<file path="config.mk">
export PLATFORM = sky130hd
export DESIGN_NAME = fma16_normround_seq
export DESIGN_NICKNAME = d
export VERILOG_FILES = /design/src/rtl/fma16_pkg.sv /design/src/rtl/fma16_round_pack.sv /design/src/rtl/fma16_normround_seq.sv
export SDC_FILE = /design/constraint.sdc
export NUM_CORES = 1
export LEC_CHECK = 0
export CAP_MARGIN = 20
export CORE_ASPECT_RATIO = 0.8
export CORE_MARGIN = 4
export CORE_UTILIZATION = 49
export DETAILED_ROUTE_END_ITERATION = 8
export GPL_ROUTABILITY_DRIVEN = 0
export PLACE_DENSITY = 0.74
export SYNTH_ARGS = -nofsm -noshare
export SYNTH_HDL_FRONTEND = slang
export SYNTH_SLANG_ARGS = --single-unit
export TNS_END_PERCENT = 50
</file>
<file path="constraint.sdc">
create_clock -name clk -period 3 [get_ports clk]
set_input_delay 0.6 -clock clk [delete_from_list [all_inputs] [get_ports clk]]
set_output_delay 0.6 -clock clk [all_outputs]
set_load 0.03 [all_outputs]
</file>
<file path="src/rtl/fma16_pkg.sv">
// Shared types and constants for the fma16 normalize/round back end.
package fma16_pkg;

  localparam int          BIAS    = 15;
  localparam logic [4:0]  EXP_MAX = 5'h1F;
  localparam logic [14:0] MAXFIN  = 15'h7BFF;

  typedef enum logic [1:0] {
    RZ  = 2'b00,
    RNE = 2'b01,
    RM  = 2'b10,
    RP  = 2'b11
  } rmode_t;

  typedef enum logic [1:0] {
    IDLE  = 2'd0,
    SHIFT = 2'd1,
    ROUND = 2'd2,
    HOLD  = 2'd3
  } state_t;

endpackage

</file>
<file path="src/rtl/fma16_round_pack.sv">
// Combinational rounding, overflow/underflow selection and fp16 packing of a
// normalized (or subnormal-aligned) 23-bit magnitude.
module fma16_round_pack #(
  parameter int BIAS = 15
) (
  input  logic              [22:0] sum,
  input  logic                     sign,
  input  logic signed       [7:0]  exp,
  input  logic                     sticky,
  input  fma16_pkg::rmode_t        roundmode,
  output logic              [15:0] result,
  output logic              [2:0]  flags
);
  import fma16_pkg::*;

  localparam logic signed [8:0] EXP_OVF = 9'(2 * BIAS + 1);

  logic              int_bit;
  logic [9:0]        frac;
  logic              g;
  logic              t;
  logic              l;
  logic              inexact;
  logic              inc;
  logic              to_inf;
  logic [11:0]       rnd;
  logic              int_r;
  logic [9:0]        frac_r;
  logic signed [8:0] exp_w;
  logic signed [8:0] exp_r;
  logic              ovf;

  always_comb begin
    int_bit = sum[21];
    frac    = sum[20:11];
    g       = sum[10];
    t       = (|sum[9:0]) | sticky;
    l       = sum[11];
    inexact = g | t;

    case (roundmode)
      RNE:     inc = g & (t | l);
      RP:      inc = ~sign & inexact;
      RM:      inc = sign & inexact;
      default: inc = 1'b0;
    endcase

    case (roundmode)
      RNE:     to_inf = 1'b1;
      RP:      to_inf = ~sign;
      RM:      to_inf = sign;
      default: to_inf = 1'b0;
    endcase

    // A subnormal rounding up to 1.0 lands naturally in int_r with exp == 1.
    rnd   = {1'b0, int_bit, frac} + 12'(inc);
    exp_w = {exp[7], exp};
    if (rnd[11]) begin
      int_r  = 1'b1;
      frac_r = 10'h000;
      exp_r  = exp_w + 9'sd1;
    end else begin
      int_r  = rnd[10];
      frac_r = rnd[9:0];
      exp_r  = exp_w;
    end

    ovf = int_r & (exp_r >= EXP_OVF);

    if (ovf) begin
      result = to_inf ? {sign, EXP_MAX, 10'h000} : {sign, MAXFIN};
    end else begin
      result = {sign, (int_r ? exp_r[4:0] : 5'h00), frac_r};
    end

    flags = {ovf, inexact & ~int_bit, ovf | inexact};
  end

endmodule

</file>
<file path="src/rtl/fma16_normround_seq.sv">
// Post-add back end of the fma16 datapath: one-bit-per-cycle normalization,
// then a single rounding cycle, with valid/ready on both sides.
module fma16_normround_seq #(
  parameter int SUM_W = 23,
  parameter int BIAS  = 15
) (
  input  logic             clk,
  input  logic             reset,
  input  logic             in_valid,
  output logic             in_ready,
  input  logic [SUM_W-1:0] sum,
  input  logic             sign,
  input  logic [6:0]       exp,
  input  logic             sticky,
  input  logic [1:0]       roundmode,
  output logic             out_valid,
  input  logic             out_ready,
  output logic [15:0]      result,
  output logic [2:0]       flags
);
  import fma16_pkg::*;

  state_t            state_reg, state_next;
  logic [SUM_W-1:0]  sum_reg, sum_next;
  logic signed [7:0] exp_reg, exp_next;
  logic              sticky_reg, sticky_next;
  logic              sign_reg, sign_next;
  rmode_t            rmode_reg, rmode_next;
  logic [15:0]       result_reg, result_next;
  logic [2:0]        flags_reg, flags_next;
  logic [15:0]       rp_result;
  logic [2:0]        rp_flags;

  fma16_round_pack #(.BIAS(BIAS)) u_round_pack (
    .sum       (sum_reg),
    .sign      (sign_reg),
    .exp       (exp_reg),
    .sticky    (sticky_reg),
    .roundmode (rmode_reg),
    .result    (rp_result),
    .flags     (rp_flags)
  );

  assign in_ready  = (state_reg == IDLE) && !reset;
  assign out_valid = (state_reg == HOLD);
  assign result    = result_reg;
  assign flags     = flags_reg;

  always_comb begin
    state_next  = state_reg;
    sum_next    = sum_reg;
    exp_next    = exp_reg;
    sticky_next = sticky_reg;
    sign_next   = sign_reg;
    rmode_next  = rmode_reg;
    result_next = result_reg;
    flags_next  = flags_reg;

    case (state_reg)
      IDLE: begin
        if (in_valid) begin
          sum_next    = sum;
          exp_next    = {exp[6], exp};
          sticky_next = sticky;
          sign_next   = sign;
          rmode_next  = rmode_t'(roundmode);
          state_next  = SHIFT;
        end
      end
      SHIFT: begin
        // Carry-out and underflow both move right; bits falling off feed sticky.
        if (sum_reg == '0 && !sticky_reg) begin
          state_next = ROUND;
        end else if (sum_reg[SUM_W-1] || exp_reg < 8'sd1) begin
          sum_next    = sum_reg >> 1;
          exp_next    = exp_reg + 8'sd1;
          sticky_next = sticky_reg | sum_reg[0];
        end else if (!sum_reg[SUM_W-2] && exp_reg > 8'sd1) begin
          sum_next = sum_reg << 1;
          exp_next = exp_reg - 8'sd1;
        end else begin
          state_next = ROUND;
        end
      end
      ROUND: begin
        result_next = rp_result;
        flags_next  = rp_flags;
        state_next  = HOLD;
      end
      HOLD: begin
        if (out_ready) state_next = IDLE;
      end
      default: state_next = IDLE;
    endcase
  end

  always_ff @(posedge clk) begin
    if (reset) begin
      state_reg  <= IDLE;
      sum_reg    <= '0;
      exp_reg    <= '0;
      sticky_reg <= 1'b0;
      sign_reg   <= 1'b0;
      rmode_reg  <= RZ;
      result_reg <= 16'h0000;
      flags_reg  <= 3'b000;
    end else begin
      state_reg  <= state_next;
      sum_reg    <= sum_next;
      exp_reg    <= exp_next;
      sticky_reg <= sticky_next;
      sign_reg   <= sign_next;
      rmode_reg  <= rmode_next;
      result_reg <= result_next;
      flags_reg  <= flags_next;
    end
  end

endmodule

</file>
==> flow_metrics.env, run 1 <==
export IMPL_timing_max_transition_violations_final=0
export IMPL_antenna_found_initial=0
export IMPL_cts_inserted_buffers=5
export IMPL_final_cell_mix="nand2_1 (78), clkdlybuf4s50_1 (57), nor2_1 (48), dfxtp_1 (48), a21oi_1 (46)"
export IMPL_syn_area_um2=3520
export IMPL_clockRootBuffer="clkbuf_8"
export IMPL_cts_hold_fix_buffers=0
export IMPL_crit_required_ns=3.26
export IMPL_synth_seq_cells=56
export IMPL_holdWs_ns=0.482
export IMPL_synth_area_per_cell_um2=7.57
export IMPL_detail_route_antenna_nets=0
export IMPL_grt_max_degree=61
export IMPL_fill_cells=595
export IMPL_synth_net_count=512
export IMPL_hpwl_um=6830
export IMPL_power_density_nw_per_um2=1020
export IMPL_die_area_um2=8620
export IMPL_grt_remaining_overflow=0
export IMPL_drt_initial_drc_count=287
export IMPL_finalCritPeriodShare=0.967
export IMPL_critPathSlowestCell="or4_1"
export IMPL_p_comb_frac=0.618
export IMPL_drive_above_1_share=0.157
export IMPL_insertion_delay_ns=0.31
export IMPL_crit_type="reg -> reg"
export IMPL_grt_pass1_vias=3365
export IMPL_dieHeight_um=83.8
export IMPL_yosys_cell_types_count=62
export IMPL_switchingPower_w=0.00227
export IMPL_area_growth_synth_to_final_pct=28.0
export IMPL_ir_drop_mv=0.514
export IMPL_ys_seq_area_frac=0.318
export IMPL_fin_worst_skew_ns=0.0122
export IMPL_fin_crit_ns=2.90
export IMPL_multi_input_area_um2=2240
export IMPL_grt_first_pass_wirelength_um=16100
export IMPL_p_clk_frac=0.083
export IMPL_wl_um=9920
export IMPL_cp_top_family="simple AND/OR/NAND/NOR gates"
export IMPL_fin_ws_ns=0.0990
export IMPL_synth_ff_type="dfxtp_1"
export IMPL_initial_core_util=0.509
export IMPL_hold_viol=0
export IMPL_placed_area_um2=4220
export IMPL_register_area_um2=1130
export IMPL_switching_share=0.493
export IMPL_async_reset_ff_frac=0
export IMPL_ys_warn_count=0
export IMPL_path_clk_slew_ns=0.10
export IMPL_num_antenna_cells=0
export IMPL_power_leakage_nw=1.62
export IMPL_io_buffers=58
export IMPL_gr_usage_all_layers=0.227
export IMPL_final_cell_area_um2=4510
export IMPL_cp_start_kind="register"
export IMPL_drc=0
export IMPL_crit_fanout=6
export IMPL_p_int_w=0.00233
export IMPL_io_pins=59
export IMPL_wl_per_cell_um=16.1
export IMPL_fmaxAchievable_mhz=345
export IMPL_slew_headroom=0.609
export IMPL_rows=27
export IMPL_drv_cap=0
export IMPL_rsz0062_at_grt="yes"
export IMPL_nets=578
export IMPL_synthCells=465
export IMPL_coreArea_um2=6930
export IMPL_layout_commonest_cell="nand2_1"
export IMPL_clockBufferDepth=2
export IMPL_cpMostUsedCell="and4_4"
export IMPL_viasPerCell=6.10
export IMPL_drtPass1Iterations=5
export IMPL_worstHoldPathType="reg -> reg"
export IMPL_cp_arrival_ns=3.16
export IMPL_cts_tree="yes"
export IMPL_path_buf_inv=1
export IMPL_crit_chain="nor4_4, nand4b_1, o21ai_2, a211oi_2, ha_2, and4_4, and4_4, a311oi_2, nor4b_2, buf_4, or4_1, nand3_1"
export IMPL_dpl_worst_slack_ns=-0.0764
export IMPL_power_frac_seq=0.299
export IMPL_status="finished, final reports clean"
export IMPL_cts_max_level=2
export IMPL_cp_slowest_stage_delay_ns=0.51
export IMPL_die_w_um=103
export IMPL_setup_viol=0
export IMPL_worstMarginPinSlew_ns=0.587
export IMPL_vias=3759
export IMPL_numClockSinks=56
export IMPL_largest_reg_flops=23
export IMPL_end_kind="register"
export IMPL_synth_edff_count=0
routing by layer:
layer | part of all wire | routed length, µm | vias up | track usage
li1 | - | - | 1802 | -
met1 | 0.44 | 4370 | 1743 | 0.322
met2 | 0.46 | 4580 | 185 | 0.359
met3 | 0.082 | 813 | 29 | 0.0351
met4 | 0.016 | 161 | 0 | 0.0576
met5 | 0 | 0 | - | 0
synth_stat cells (all sizes together), types with 5 or more instances:
cell type,count,share of area
a211oi,9,0.019
a21oi,47,0.067
a311o,20,0.057
buf,16,0.029
clkbuf,26,0.028
dfxtp,56,0.32
ha,9,0.032
inv,12,0.013
mux2i,7,0.020
nand2,79,0.085
nand3,17,0.024
nor2,49,0.052
nor2b,5,0.0089
nor3,13,0.020
nor4,9,0.020
o21ai,12,0.017
o311ai,5,0.012
xnor2,8,0.020
xor2,7,0.017
logic make-up (layout without fill, tap and decap cells):
| group | after synthesis | after routing | synth area share |
|---|---|---|---|
| and+or+nand+nor | 203 | 204 | 0.281 |
| AOI/OAI and AO/OA | 120 | 120 | 0.238 |
| DFF | 56 | 56 | 0.318 |
| buffers and inverters | 54 | 117 | 0.0703 |
| xor gates and xnor gates | 15 | 15 | 0.0373 |
| adders and majority gates | 9 | 9 | 0.0320 |
| muxes | 8 | 8 | 0.0231 |
worst reg2reg max path, cell delays in order (launching register included):
cell,delay [ns]
dfxtp_2,0.35
nor4_4,0.27
nand4b_1,0.20
o21ai_2,0.17
a211oi_2,0.08
ha_2,0.22
and4_4,0.21
and4_4,0.20
a311oi_2,0.28
nor4b_2,0.10
buf_4,0.16
or4_1,0.51
nand3_1,0.09
worst paths after layout:
path	start	endpoint	slack, ns	cells after the start
worst max-delay path	sticky_reg	result[2]	0.1	12
worst min-delay path	sign_reg	sign_reg	0.48	2
worst max register to register	sticky_reg	result[2]	0.1	12
worst min register to register	sign_reg	sign_reg	0.48	2
layout make-up:
| class | instances | area share |
|---|---|---|
| multi-input combinational | 356 | 0.498 |
| sequential | 56 | 0.251 |
| timing repair buffer | 100 | 0.202 |
| tap | 87 | 0.0241 |
| clock buffer | 5 | 0.0153 |
| inverter | 12 | 0.00999 |
what timing repair did:
action	in CTS	in global routing
resized for setup	12	14
setup endpoints to repair	12	17
cloned	0	1
setup buffers	4	10
pin swaps	4	5
stage by stage:
stage,utilization,cells,TNS (ns),total power (W)
finish,0.651,616,0,0.00460
global route,0.651,616,-0.793,0.00497
floorplan,-,465,0,0.00318
detailed placement,0.609,596,-0.311,0.00401
global placement,0.609,596,0,0.00395
CTS,0.629,605,0,0.00445
power groups by stage:
stage | Combinational, W | Sequential, W | Clock, W
after CTS | 0.00273 | 0.00133 | 0.000385
after floorplan | 0.00189 | 0.00129 | 0
after detailed placement | 0.00268 | 0.00134 | 0
after global placement | 0.00263 | 0.00132 | 0
final | 0.00285 | 0.00138 | 0.000382
after global routing | 0.00314 | 0.00141 | 0.000415
Note: power is estimated with default switching activity, not from simulation.
==> run 2, diff against run 1 <==
--- a/config.mk
+++ b/config.mk
@@ -11,6 +11,7 @@
 export CORE_UTILIZATION = 49
 export DETAILED_ROUTE_END_ITERATION = 8
 export GPL_ROUTABILITY_DRIVEN = 0
+export GPL_TIMING_DRIVEN = 0
 export PLACE_DENSITY = 0.74
 export SYNTH_ARGS = -nofsm -noshare
 export SYNTH_HDL_FRONTEND = slang
==> run 2 against run 1 <==
Effect of this change:
- the run now ends with setup timing left
- global-route usage is 2.5 points higher
- total power is 2.7% higher
- sequential power is 5% lower
- worst hold slack better by 0.00052 ns
- sequential share of layout area is 0.18 points lower
- largest power group unchanged
- highest routed layer unchanged
==> flow_metrics.env, run 2 (synthesized netlist as in run 1, its figures left out) <==
export IMPL_status="finished with violations"
export IMPL_failed_checks="setup timing"
export IMPL_worstMarginPinSlew_ns=0.619
export IMPL_hpwl_um=7800
export IMPL_cp_start_kind="register"
export IMPL_largest_reg_flops=23
export IMPL_drt_initial_drc_count=337
export IMPL_layout_commonest_cell="nand2_1"
export IMPL_dpl_worst_slack_ns=-0.395
export IMPL_slew_headroom=0.587
export IMPL_grt_remaining_overflow=0
export IMPL_viasPerCell=6.14
export IMPL_drtPass1Iterations=8
export IMPL_crit_chain="nor4_4, nand4b_1, buf_6, o21ai_4, a211oi_2, ha_2, buf_6, and4_4, and4_4, a311oi_4, nor4b_4, buf_6, or4b_1, nand3_1"
export IMPL_rows=27
export IMPL_die_w_um=103
export IMPL_clockBufferDepth=2
export IMPL_path_buf_inv=3
export IMPL_grt_first_pass_wirelength_um=17700
export IMPL_multi_input_area_um2=2270
export IMPL_cts_tree="yes"
export IMPL_drc=0
export IMPL_gr_usage_all_layers=0.252
export IMPL_nets=595
export IMPL_cpMostUsedCell="buf_6"
export IMPL_grt_pass1_vias=3677
export IMPL_fmaxAchievable_mhz=321
export IMPL_power_leakage_nw=1.64
export IMPL_final_cell_mix="nand2_1 (78), clkdlybuf4s50_1 (57), nor2_1 (48), a21oi_1 (46), dfxtp_1 (44)"
export IMPL_fin_crit_ns=3.11
export IMPL_end_kind="register"
export IMPL_path_clk_slew_ns=0.10
export IMPL_fill_cells=599
export IMPL_coreArea_um2=6930
export IMPL_die_area_um2=8620
export IMPL_dieHeight_um=83.8
export IMPL_clockRootBuffer="clkbuf_8"
export IMPL_area_growth_synth_to_final_pct=31.0
export IMPL_ir_drop_mv=0.429
export IMPL_worstHoldPathType="reg -> reg"
export IMPL_num_antenna_cells=0
export IMPL_numClockSinks=56
export IMPL_fin_ws_ns=-0.112
export IMPL_insertion_delay_ns=0.32
export IMPL_critPathSlowestCell="or4b_1"
export IMPL_cp_slowest_stage_delay_ns=0.52
export IMPL_cp_arrival_ns=3.37
export IMPL_power_density_nw_per_um2=1030
export IMPL_crit_required_ns=3.26
export IMPL_io_buffers=58
export IMPL_cts_inserted_buffers=5
export IMPL_cts_max_level=2
export IMPL_dpl_cell_count=610
export IMPL_timing_max_transition_violations_final=0
export IMPL_instances_no_fill=636
export IMPL_register_area_um2=1150
export IMPL_detail_route_antenna_nets=0
export IMPL_finalCritPeriodShare=1.04
export IMPL_setup_viol=9
export IMPL_cp_top_family="simple AND/OR/NAND/NOR gates"
export IMPL_hold_viol=0
export IMPL_crit_fanout=7
export IMPL_crit_type="reg -> reg"
export IMPL_antenna_found_initial=0
export IMPL_rsz0062_at_grt="yes"
export IMPL_wl_per_cell_um=17.2
export IMPL_initial_core_util=0.509
export IMPL_io_pins=59
export IMPL_wl_um=11000
export IMPL_drive_above_1_share=0.151
export IMPL_cts_hold_fix_buffers=0
export IMPL_drv_cap=0
export IMPL_vias=3902
export IMPL_fin_worst_skew_ns=0.00504
export IMPL_grt_max_degree=17
run 2: cell count changes in the layout (fill, tap and decap cells not counted), sizes merged:
cell,previous run,this run
and4,5,4
buf,43,34
clkbuf,5,32
clkinv,0,2
dlymetal6s2s,0,1
run 2: path summary, 6_finish.rpt:
path | start | endpoint | slack, ns | cells past startpoint
setup / recovery | sum_reg[0] | result[8] | -0.11 | 14
hold / removal | sum_reg[7] | sum_reg[7] | 0.48 | 2
hold reg to reg | sum_reg[7] | sum_reg[7] | 0.48 | 2
setup reg to reg | sum_reg[0] | result[8] | -0.11 | 14
run 2: final cells by class:
cell class,count,area share
Multi-Input combinational cell,355,0.493
Sequential cell,56,0.249
Timing Repair Buffer,76,0.160
Buffer,42,0.0453
Tap cell,87,0.0236
Clock buffer,6,0.0179
Inverter,12,0.00976
Clock inverter,2,0.00217
run 2: metal layers:
metal	wire (µm)	global-route usage
met1	4790	0.350
met2	4980	0.387
met3	910	0.0443
met4	279	0.0918
met5	0	0
run 2: metrics by stage:
step | hold slack (ns) | setup TNS (ns) | total power, W | area [µm²] | util
2_1_floorplan | 0.448 | 0 | 0.00318 | 3520 | -
3_3_place_gp | 0.456 | -5.72 | 0.00391 | 4210 | 0.608
3_5_place_dp | 0.465 | -6.03 | 0.00396 | 4210 | 0.608
4_1_cts | 0.482 | -0.268 | 0.00460 | 4500 | 0.650
5_1_grt | 0.500 | -2.33 | 0.00507 | 4610 | 0.666
6_report | 0.483 | -0.468 | 0.00473 | 4610 | 0.666
run 2: report_power, final:
part | internal (W) | switching [W]
logic | 0.00112 | 0.00186
clock network | 0.000185 | 0.000261
registers | 0.00102 | 0.000292
run 2: worst register-to-register path, stage by stage, from the launching register on:
cell and delay (ns):
dfxtp_4 0.37, nor4_4 0.30, nand4b_1 0.15, buf_6 0.16, o21ai_4 0.12, a211oi_2 0.10
ha_2 0.22, buf_6 0.13, and4_4 0.19, and4_4 0.17, a311oi_4 0.29, nor4b_4 0.09
buf_6 0.15, or4b_1 0.52, nand3_1 0.10
run 2: repair_timing:
item                       CTS  global route
setup endpoints to repair   18            18
pin swaps                   16            12
gates resized for setup     35            12
setup buffers               10             8
==> run 3, diff against run 2 <==
--- a/config.mk
+++ b/config.mk
@@ -5,9 +5,7 @@
 export SDC_FILE = /design/constraint.sdc
 export NUM_CORES = 1
 export LEC_CHECK = 0
-export CAP_MARGIN = 20
 export CORE_ASPECT_RATIO = 0.8
-export CORE_MARGIN = 4
 export CORE_UTILIZATION = 49
 export DETAILED_ROUTE_END_ITERATION = 8
 export GPL_ROUTABILITY_DRIVEN = 0
==> run 3 against run 2 <==
Effect of this change:
- the flow still finishes with violations (setup timing)
- sequential power about the same
- wire length fell by 2.4%
- total power grew 0.12%
- combinational power about the same
- core utilization down 1.5 points
- critical endpoint is now result[2]
==> flow_metrics.env, run 3 (synthesized netlist as in run 1, its figures left out) <==
export IMPL_status="finished with violations"
export IMPL_failed_checks="setup timing"
export IMPL_grt_pass1_vias=3435
export IMPL_finalCritPeriodShare=1.02
export IMPL_final_cell_mix="nand2_1 (78), clkdlybuf4s50_1 (57), nor2_1 (48), a21oi_1 (46), dfxtp_1 (44)"
export IMPL_rsz0062_at_grt="yes"
export IMPL_wl_per_cell_um=17.0
export IMPL_cts_max_level=2
export IMPL_ir_drop_mv=0.475
export IMPL_grt_remaining_overflow=0
export IMPL_drtPass1Iterations=5
export IMPL_gr_usage_all_layers=0.281
export IMPL_cp_arrival_ns=3.32
export IMPL_hpwl_um=7590
export IMPL_crit_fanout=9
export IMPL_grt_first_pass_wirelength_um=17200
export IMPL_insertion_delay_ns=0.32
export IMPL_nets=586
export IMPL_placed_area_um2=4210
export IMPL_end_kind="register"
export IMPL_io_pins=59
export IMPL_hold_viol=0
export IMPL_crit_required_ns=3.26
export IMPL_antenna_found_initial=0
export IMPL_final_cell_area_um2=4510
export IMPL_setup_viol=3
export IMPL_fill_cells=625
export IMPL_fmaxAchievable_mhz=327
export IMPL_power_density_nw_per_um2=1050
export IMPL_wl_um=10700
export IMPL_fin_ws_ns=-0.0543
export IMPL_path_clk_slew_ns=0.11
export IMPL_instances_no_fill=627
export IMPL_die_w_um=96.8
export IMPL_dpl_cell_count=610
export IMPL_io_buffers=58
export IMPL_timing_max_transition_violations_final=0
export IMPL_r2r_setup_slack_ns=-0.05
export IMPL_clockBufferDepth=2
export IMPL_slew_headroom=0.574
export IMPL_coreArea_um2=6930
export IMPL_cp_start_kind="register"
export IMPL_grt_max_degree=17
export IMPL_dpl_worst_slack_ns=-0.363
export IMPL_rows=27
export IMPL_worstHoldPathType="reg -> reg"
export IMPL_dieHeight_um=77.8
export IMPL_drv_cap=0
export IMPL_drt_initial_drc_count=325
export IMPL_drive_above_1_share=0.137
export IMPL_detail_route_antenna_nets=0
export IMPL_area_growth_synth_to_final_pct=28.0
export IMPL_fin_crit_ns=3.05
export IMPL_cts_tree="yes"
export IMPL_die_area_um2=7530
export IMPL_initial_core_util=0.509
export IMPL_largest_reg_flops=23
export IMPL_worstMarginPinSlew_ns=0.638
export IMPL_vias=3806
export IMPL_layout_commonest_cell="nand2_1"
export IMPL_num_antenna_cells=0
export IMPL_drc=0
export IMPL_power_leakage_nw=1.59
export IMPL_clockRootBuffer="clkbuf_8"
export IMPL_numClockSinks=56
export IMPL_cts_inserted_buffers=5
export IMPL_fin_worst_skew_ns=0.00596
export IMPL_viasPerCell=6.07
export IMPL_crit_type="reg -> reg"
==> run 3: cell type report <==
class / count / area, µm² / area share
buffer: 41 / 204 / 0.0452
clock buffer: 6 / 82.6 / 0.0183
clock inverter: 2 / 10.0 / 0.00222
inverter: 12 / 45.0 / 0.00999
multi-input combinational: 355 / 2260 / 0.502
sequential: 56 / 1140 / 0.252
tap: 87 / 109 / 0.0241
timing repair buffer: 68 / 658 / 0.146
==> run 3: what timing repair did <==
item,in CTS,in global routing
gates resized for setup,27,11
buffers inserted,8,2
hold endpoints to repair,0,0
setup endpoints to repair,18,17
hold buffers,0,0
pin swaps,6,6
==> run 3: path summary, 6_finish.rpt <==
check	startpoint	to	cells past startpoint
setup / recovery	sticky_reg	result[2]	13
hold / removal	result[8]	result[8]	2
setup reg to reg	sticky_reg	result[2]	13
hold reg to reg	result[8]	result[8]	2
==> run 3: critical path, cell delays in order, from the launching register on <==
cell and delay (ns):
dfxtp_2 0.35, nor4_4 0.29, nand4b_1 0.14, buf_6 0.15
o21ai_2 0.12, a211oi_2 0.09, ha_2 0.25, and4_4 0.22
and4_4 0.19, a311oi_2 0.33, nor4b_4 0.10, buf_6 0.16
or4_1 0.50, nand3_1 0.09
==> run 3: routing by layer <==
metal / GRT usage / share of wire
met5: 0 / 0
met4: 0.0881 / 0.019
met3: 0.0450 / 0.090
met2: 0.437 / 0.45
met1: 0.398 / 0.44
==> run 3: power by group <==
group	total, W	leakage (nW)	switching, W	internal (W)
Clock	0.000449	0.0510	0.000263	0.000186
Sequential	0.00129	0.463	0.000281	0.00101
Combinational	0.00300	1.08	0.00188	0.00112
==> run 3: through the flow <==
stage          setup TNS [ns]  hold slack (ns)  power [W]  utilization
2_1_floorplan               0            0.448    0.00318            -
3_3_place_gp            -4.62            0.455    0.00391        0.608
3_5_place_dp            -5.52            0.457    0.00396        0.608
4_1_cts                -0.233            0.479    0.00455        0.642
5_1_grt                 -1.34            0.505    0.00505        0.651
6_report               -0.152            0.472    0.00473        0.651
